<file path="src/rtl/lab2_drv_if.sv">
// Signal bundle for lab2_drv: upstream operand handshake, evaluator issue/result
// stream and downstream result handshake. The slave view belongs to the driver
// block; the master view belongs to whatever surrounds it.
interface lab2_drv_if;
  logic        in_valid;
  logic [31:0] in_x;
  logic        in_ready;
  logic        pipe_start;
  logic [31:0] pipe_x;
  logic [31:0] pipe_y;
  logic        out_valid;
  logic [31:0] out_y;
  logic        out_ready;
  logic        busy;
  logic [15:0] done_cnt;

  modport slave (
    input  in_valid, in_x, pipe_y, out_ready,
    output in_ready, pipe_start, pipe_x, out_valid, out_y, busy, done_cnt
  );

  modport master (
    output in_valid, in_x, pipe_y, out_ready,
    input  in_ready, pipe_start, pipe_x, out_valid, out_y, busy, done_cnt
  );
endinterface

</file>
<file path="src/rtl/lab2_drv.sv">
// lab2_drv: issues operands into a fixed-latency evaluator (y = x^5 + x^2),
// tracks them with a valid shift register and collects the results into an
// output FIFO. Issue is credit-limited so that every result in flight is
// guaranteed a FIFO slot; a capture can therefore never be dropped.
// OUT_DEPTH must be a power of two between 2 and 16 so the pointers wrap
// naturally at their bit width.
module lab2_drv #(
  parameter int PIPE_LAT  = 5,
  parameter int OUT_DEPTH = 8
) (
  input  logic      clk,
  input  logic      rst,
  lab2_drv_if.slave bus
);

  localparam int AW = $clog2(OUT_DEPTH);
  localparam int CW = $clog2(OUT_DEPTH + 1);
  localparam int IW = $clog2(PIPE_LAT + 1);

  logic [PIPE_LAT-1:0] vld_q, vld_d;
  logic [IW-1:0]       inflight_q, inflight_d;
  logic [AW-1:0]       wr_ptr_q, wr_ptr_d;
  logic [AW-1:0]       rd_ptr_q, rd_ptr_d;
  logic [CW-1:0]       count_q, count_d;
  logic [CW-1:0]       remaining;
  logic [31:0]         out_y_q, out_y_d;
  logic [15:0]         done_q, done_d;
  logic [31:0]         mem_q [OUT_DEPTH];
  logic [31:0]         used;
  logic                issue;
  logic                capture;
  logic                pop;

  // Credits come only from registered counts; reset forces the block closed.
  assign used         = 32'(inflight_q) + 32'(count_q);
  assign bus.in_ready = ~rst & (used < 32'(OUT_DEPTH));

  assign issue          = bus.in_valid & bus.in_ready;
  assign bus.pipe_start = issue;
  assign bus.pipe_x     = issue ? bus.in_x : 32'h0;

  // The oldest tracking bit marks the edge at which pipe_y belongs to us.
  assign capture = vld_q[PIPE_LAT-1];
  assign pop     = bus.out_ready & (count_q != '0);

  assign bus.out_valid = (count_q != '0);
  assign bus.out_y     = out_y_q;
  assign bus.busy      = (inflight_q != '0) | (count_q != '0);
  assign bus.done_cnt  = done_q;

  // Next-state for tracking, counters, pointers and the registered FIFO head.
  always_comb begin
    vld_d = (vld_q << 1) | PIPE_LAT'(issue);

    inflight_d = inflight_q;
    case ({issue, capture})
      2'b10:   inflight_d = inflight_q + IW'(1);
      2'b01:   inflight_d = inflight_q - IW'(1);
      default: inflight_d = inflight_q;
    endcase

    count_d  = count_q + CW'(capture) - CW'(pop);
    wr_ptr_d = capture ? wr_ptr_q + AW'(1) : wr_ptr_q;
    rd_ptr_d = pop     ? rd_ptr_q + AW'(1) : rd_ptr_q;
    done_d   = done_q + 16'(capture);

    // The head after this edge is either an entry already in storage or,
    // when the FIFO drains to nothing, the value being captured right now.
    remaining = count_q - CW'(pop);
    if (remaining == '0) begin
      out_y_d = capture ? bus.pipe_y : 32'h0;
    end else begin
      out_y_d = mem_q[rd_ptr_d];
    end
  end

  // Control state with synchronous reset discarding everything in flight or queued.
  always_ff @(posedge clk) begin
    if (rst) begin
      vld_q      <= '0;
      inflight_q <= '0;
      wr_ptr_q   <= '0;
      rd_ptr_q   <= '0;
      count_q    <= '0;
      out_y_q    <= 32'h0;
      done_q     <= 16'h0;
    end else begin
      vld_q      <= vld_d;
      inflight_q <= inflight_d;
      wr_ptr_q   <= wr_ptr_d;
      rd_ptr_q   <= rd_ptr_d;
      count_q    <= count_d;
      out_y_q    <= out_y_d;
      done_q     <= done_d;
    end
  end

  // FIFO storage needs no reset; the pointers decide what is meaningful.
  always_ff @(posedge clk) begin
    if (capture && !rst) begin
      mem_q[wr_ptr_q] <= bus.pipe_y;
    end
  end

endmodule

</file>
<file path="src/flat_wrapper.sv">
// flat-port wrapper written by rule: the top's interface ports become plain ports
module lab2_drv_flat 
#(
  parameter int PIPE_LAT  = 5,
  parameter int OUT_DEPTH = 8
)
  (clk, rst, bus_in_valid, bus_in_x, bus_pipe_y, bus_out_ready, bus_in_ready, bus_pipe_start, bus_pipe_x, bus_out_valid, bus_out_y, bus_busy, bus_done_cnt);
  lab2_drv_if bus_i ();
  input  logic clk;
  input  logic rst;
  input wire logic [$bits(bus_i.in_valid)-1:0] bus_in_valid;
  input wire logic [$bits(bus_i.in_x)-1:0] bus_in_x;
  input wire logic [$bits(bus_i.pipe_y)-1:0] bus_pipe_y;
  input wire logic [$bits(bus_i.out_ready)-1:0] bus_out_ready;
  output wire logic [$bits(bus_i.in_ready)-1:0] bus_in_ready;
  output wire logic [$bits(bus_i.pipe_start)-1:0] bus_pipe_start;
  output wire logic [$bits(bus_i.pipe_x)-1:0] bus_pipe_x;
  output wire logic [$bits(bus_i.out_valid)-1:0] bus_out_valid;
  output wire logic [$bits(bus_i.out_y)-1:0] bus_out_y;
  output wire logic [$bits(bus_i.busy)-1:0] bus_busy;
  output wire logic [$bits(bus_i.done_cnt)-1:0] bus_done_cnt;
  assign bus_i.in_valid = bus_in_valid;
  assign bus_i.in_x = bus_in_x;
  assign bus_i.pipe_y = bus_pipe_y;
  assign bus_i.out_ready = bus_out_ready;
  assign bus_in_ready = bus_i.in_ready;
  assign bus_pipe_start = bus_i.pipe_start;
  assign bus_pipe_x = bus_i.pipe_x;
  assign bus_out_valid = bus_i.out_valid;
  assign bus_out_y = bus_i.out_y;
  assign bus_busy = bus_i.busy;
  assign bus_done_cnt = bus_i.done_cnt;
  lab2_drv #(.PIPE_LAT(PIPE_LAT), .OUT_DEPTH(OUT_DEPTH)) u_core (.clk(clk), .rst(rst), .bus(bus_i));
endmodule
</file>
<file path="config.mk">
export PLATFORM = sky130hd
export DESIGN_NAME = lab2_drv_flat
export DESIGN_NICKNAME = d
export VERILOG_FILES = /design/src/rtl/lab2_drv_if.sv /design/src/rtl/lab2_drv.sv /design/src/flat_wrapper.sv
export SDC_FILE = /design/constraint.sdc
export NUM_CORES = 1
export LEC_CHECK = 0
export BUFFER_PORTS_ARGS = -buffer_cell sky130_fd_sc_hd__buf_2
export CAP_MARGIN = 20
export CORE_ASPECT_RATIO = 1.75
export CORE_MARGIN = 2
export CORE_UTILIZATION = 52
export DETAILED_ROUTE_END_ITERATION = 7
export PLACE_DENSITY = 0.81
export SLEW_MARGIN = 20
export SYNTH_ARGS = -nofsm -noshare
export SYNTH_HDL_FRONTEND = slang
export SYNTH_SLANG_ARGS = --single-unit
</file>
<file path="constraint.sdc">
create_clock -name clk -period 3.85 [get_ports clk]
set_input_delay 0.77 -clock clk [delete_from_list [all_inputs] [get_ports clk]]
set_output_delay 0.77 -clock clk [all_outputs]
set_load 0.02 [all_outputs]
</file>
==> metrics <==
outcome complete, no violations; count of filler cells inserted in the layout 1698; area taken by flip-flops and latches 0.009009 sq mm; multi-input combinational cell area 0.003457 sq mm; class of the worst hold path flop to flop; cts hold-fix bufs 0; DRT Wirelength 27060 um; setup repair after global routing missed its margin no; number of top-level pins 152; hold path cells 1; worst slew slack as a fraction of its limit 29.97%; largest family of logic cells by synthesized area multiplexers; TNS Setup 0 ns; relative contribution of combinational cells to total power about 28%; initial core utilization 52.70%; CTS root buf sky130_fd_sc_hd__clkbuf_16; final HPWL from detailed placement approximately 16000 um; IO buf count 151; CTS resizes 0; slew at the pin closest to its max-slew limit 1.045 ns; number of failing hold endpoints at the final stage 0; switching power summed over all nets 2.925 mW; Req. time, crit path 3.08 ns; Post-route DRC 0; WP data arrival 2.69 ns; leakage ~5.5 nW; adder-cell area share of the yosys netlist between 1.5 and 2%; Reg2Reg Depth 12; async set-or-reset flop fraction in the synthesized netlist 0%; mean instance size in the synthesized netlist 15.88 sq um; count of nets left with antenna violations after detail routing 0; time the final worst path needs with I/O delays and setup 3.456 ns; Clock Skews roughly 0.015 ns; Power per Cell Area 651.9 mW/mm^2; vias after detailed routing 7539; area growth from synthesis to final layout 17.73%; post-synthesis compound-gate area fraction approximately 7.4%; # setup viols final 0; Clk pwr share between 30% and 40%; CP startpoint kind flop; total clock sinks 322; maximum fanout along the worst path 35; fraction of power consumed by sequential logic 41.5%; number of instances in the synthesized netlist about 790; uppermost metal layer occupied by signal nets met4; number of antenna violations at the first check in global routing 0; Worst-Skew Late Latency 0.55 ns; parity-gate share of the synthesized area counting xor and xnor cells 1.181%; post-route fraction of the period consumed by the critical path between 80% and 90%; fraction of layout instances using a drive strength above 1 26.92%; Seq cells post-synth 322; post-synthesis simple-gate area fraction roughly 5.7%; maximum achievable frequency 289.3 MHz; prevailing post-synth register cell sky130_fd_sc_hd__edfxtp_1; wire length of the first global-routing pass 41320 um; Core Rows 75; vias in the first global route 7757; number of synthesized flops with an enable pin 256; synth unique cells between 50 and 60; average vias per placed instance 5.862; Max-cap violations 0; Yosys warning total 0; Pint 6.753 mW; routed wl met2 14200 um; GP Congestion around 0.83; Iter 0 DRT Violations 694; Worst Path Class, Setup flop to output port; final worst hold slack 0.4388 ns; met3 layer wire length in the routed design 2102 um; maximum resistive drop on vdd 385.7 uV; Post-Synthesis Cell Area 0.01261 sq mm; nets in the synthesized netlist between 800 and 900; type of destination of the critical path output port; H-tree Lvls 1; area enclosed by the die boundary 0.02556 sq mm; overall global routing resource usage 21.17%; sequential fraction of the synthesis area a little under three quarters; routed length per instance 21.04 um; detailed-route wire length on metal 1 9842 um; Inserted Clock Buffers 28; total power draw slightly below 10 mW; maximum count of clock buffers along a single path 3; floorplan die height between 200 and 250 um; multiplexer area fraction after synthesis 10.47%; Final Net Count 1039; Setup Fix Bufs, Post-CTS 0; sum of overflow across all layers after global routing 0; clock tree from TritonCTS yes; total count of max-transition violations in the final report 0; clock slew seen by the registers of the worst setup and hold paths 0.07 ns; core region area approximately 0.024 sq mm; maximum number of pins on one net before global-route repair 44; DR pass1 iterations 5; x dimension of the die 121.7 um; switching share of power 30.22%
## logic make-up (layout without fill, tap and decap cells)
group | after synthesis | in the layout
xor+xnor | 17 | 17
compound gates | 120 | 120
simple gates | 133 | 133
fa+ha+maj | 16 | 16
buf+inv | 58 | 241
flops | 322 | 322
mux | 128 | 128
other cells | 0 | 1
## worst paths after layout
path | end | slack, ns | start
max reg2reg | u_core.bus.out_y[21] | 0.84 | u_core.count_q[2]
min | u_core.vld_q[4] | 0.44 | u_core.vld_q[3]
min reg2reg | u_core.vld_q[4] | 0.44 | u_core.vld_q[3]
max | bus_pipe_x[15] | 0.39 | u_core.count_q[1]
## final cells by class
type                       instances  area share (%)
antenna                            1         0.01685
clock buffer                      30           4.770
clock inverter                    22           1.795
inverter                          16          0.4045
multi-input combinational        414           23.29
sequential                       322           60.68
tap                              308           2.596
timing repair buffer             173           6.455
## power by group through the flow
stage / sequential [mW] / combinational [mW] / clock, mW
3_3_place_gp: 4.09 / 2.68 / 0
3_5_place_dp: 4.09 / 2.73 / 0
2_1_floorplan: 4.21 / 1.86 / 0
5_1_grt: 4.02 / 2.97 / 3.07
4_1_cts: 4.01 / 2.76 / 2.95
6_report: 4.01 / 2.75 / 2.92
## Yosys cell counts, drive strengths merged (15+ instances only)
master	number	area share, %
a22oi	48	2.9
a32o	24	1.9
and3	34	1.7
buf	20	0.93
clkbuf	22	0.65
dfxtp	66	10
edfxtp	256	61
inv	16	0.48
mux2	31	2.8
mux2i	97	7.7
nand2	17	0.51
nor2	32	0.95
o22ai	15	0.74
## through the flow
stage	std cells	util, %	setup slack (ns)	instance area (sq um)
2_1_floorplan	794	-	0.007767	12620
3_3_place_gp	1233	57.96	0.8228	13870
3_5_place_dp	1233	57.96	0.6449	13870
4_1_cts	1285	62.03	0.3561	14840
5_1_grt	1285	62.03	0.2732	14840
6_report	1286	62.04	0.3935	14850
## sequential cells by signal (all words and copies together) (netlist names)
signal               flops
u_core.count_q           4
u_core.vld_q             5
u_core.bus.out_y        32
u_core.wr_ptr_q          3
u_core.rd_ptr_q          3
u_core.bus.done_cnt     16
u_core.mem_q           256
u_core.inflight_q        3
## worst max-delay path, stage by stage, from the launching register on
cell and delay (ns):
sky130_fd_sc_hd__dfxtp_1 0.53, sky130_fd_sc_hd__ha_1 0.30, sky130_fd_sc_hd__a31o_2 0.27, sky130_fd_sc_hd__a2111oi_4 0.33, sky130_fd_sc_hd__buf_4 0.31, sky130_fd_sc_hd__and3_1 0.23, sky130_fd_sc_hd__buf_2 0.18
## layer usage
| layer | global-route usage [%] | vias to the layer above |
|---|---|---|
| li1 | - | 3416 |
| met1 | 24.89 | 3714 |
| met2 | 37.72 | 348 |
| met3 | 3.355 | 61 |
| met4 | 9.711 | 0 |
| met5 | 0 | - |
## layout by cell type (no fill, tap or decap), types with 4 or more instances in the layout
cell,count
sky130_fd_sc_hd__a21oi_1,8
sky130_fd_sc_hd__a22oi_1,48
sky130_fd_sc_hd__a32o_1,24
sky130_fd_sc_hd__and2_1,4
sky130_fd_sc_hd__and3_1,34
sky130_fd_sc_hd__buf_2,151
sky130_fd_sc_hd__buf_4,19
sky130_fd_sc_hd__bufinv_16,5
sky130_fd_sc_hd__clkbuf_16,28
sky130_fd_sc_hd__clkinv_1,4
sky130_fd_sc_hd__clkinv_2,5
sky130_fd_sc_hd__dfxtp_1,66
sky130_fd_sc_hd__edfxtp_1,256
sky130_fd_sc_hd__ha_1,14
sky130_fd_sc_hd__inv_1,15
sky130_fd_sc_hd__mux2_1,8
sky130_fd_sc_hd__mux2_2,23
sky130_fd_sc_hd__mux2i_1,97
sky130_fd_sc_hd__nand2_1,17
sky130_fd_sc_hd__nand3_1,7
sky130_fd_sc_hd__nor2_1,25
sky130_fd_sc_hd__nor2_4,6
sky130_fd_sc_hd__nor2b_1,11
sky130_fd_sc_hd__o21ai_0,5
sky130_fd_sc_hd__o22ai_1,15
sky130_fd_sc_hd__o31ai_1,7
sky130_fd_sc_hd__or3_1,7
sky130_fd_sc_hd__xnor2_1,9
sky130_fd_sc_hd__xor2_1,8
Note: power is estimated with default switching activity, not from simulation.
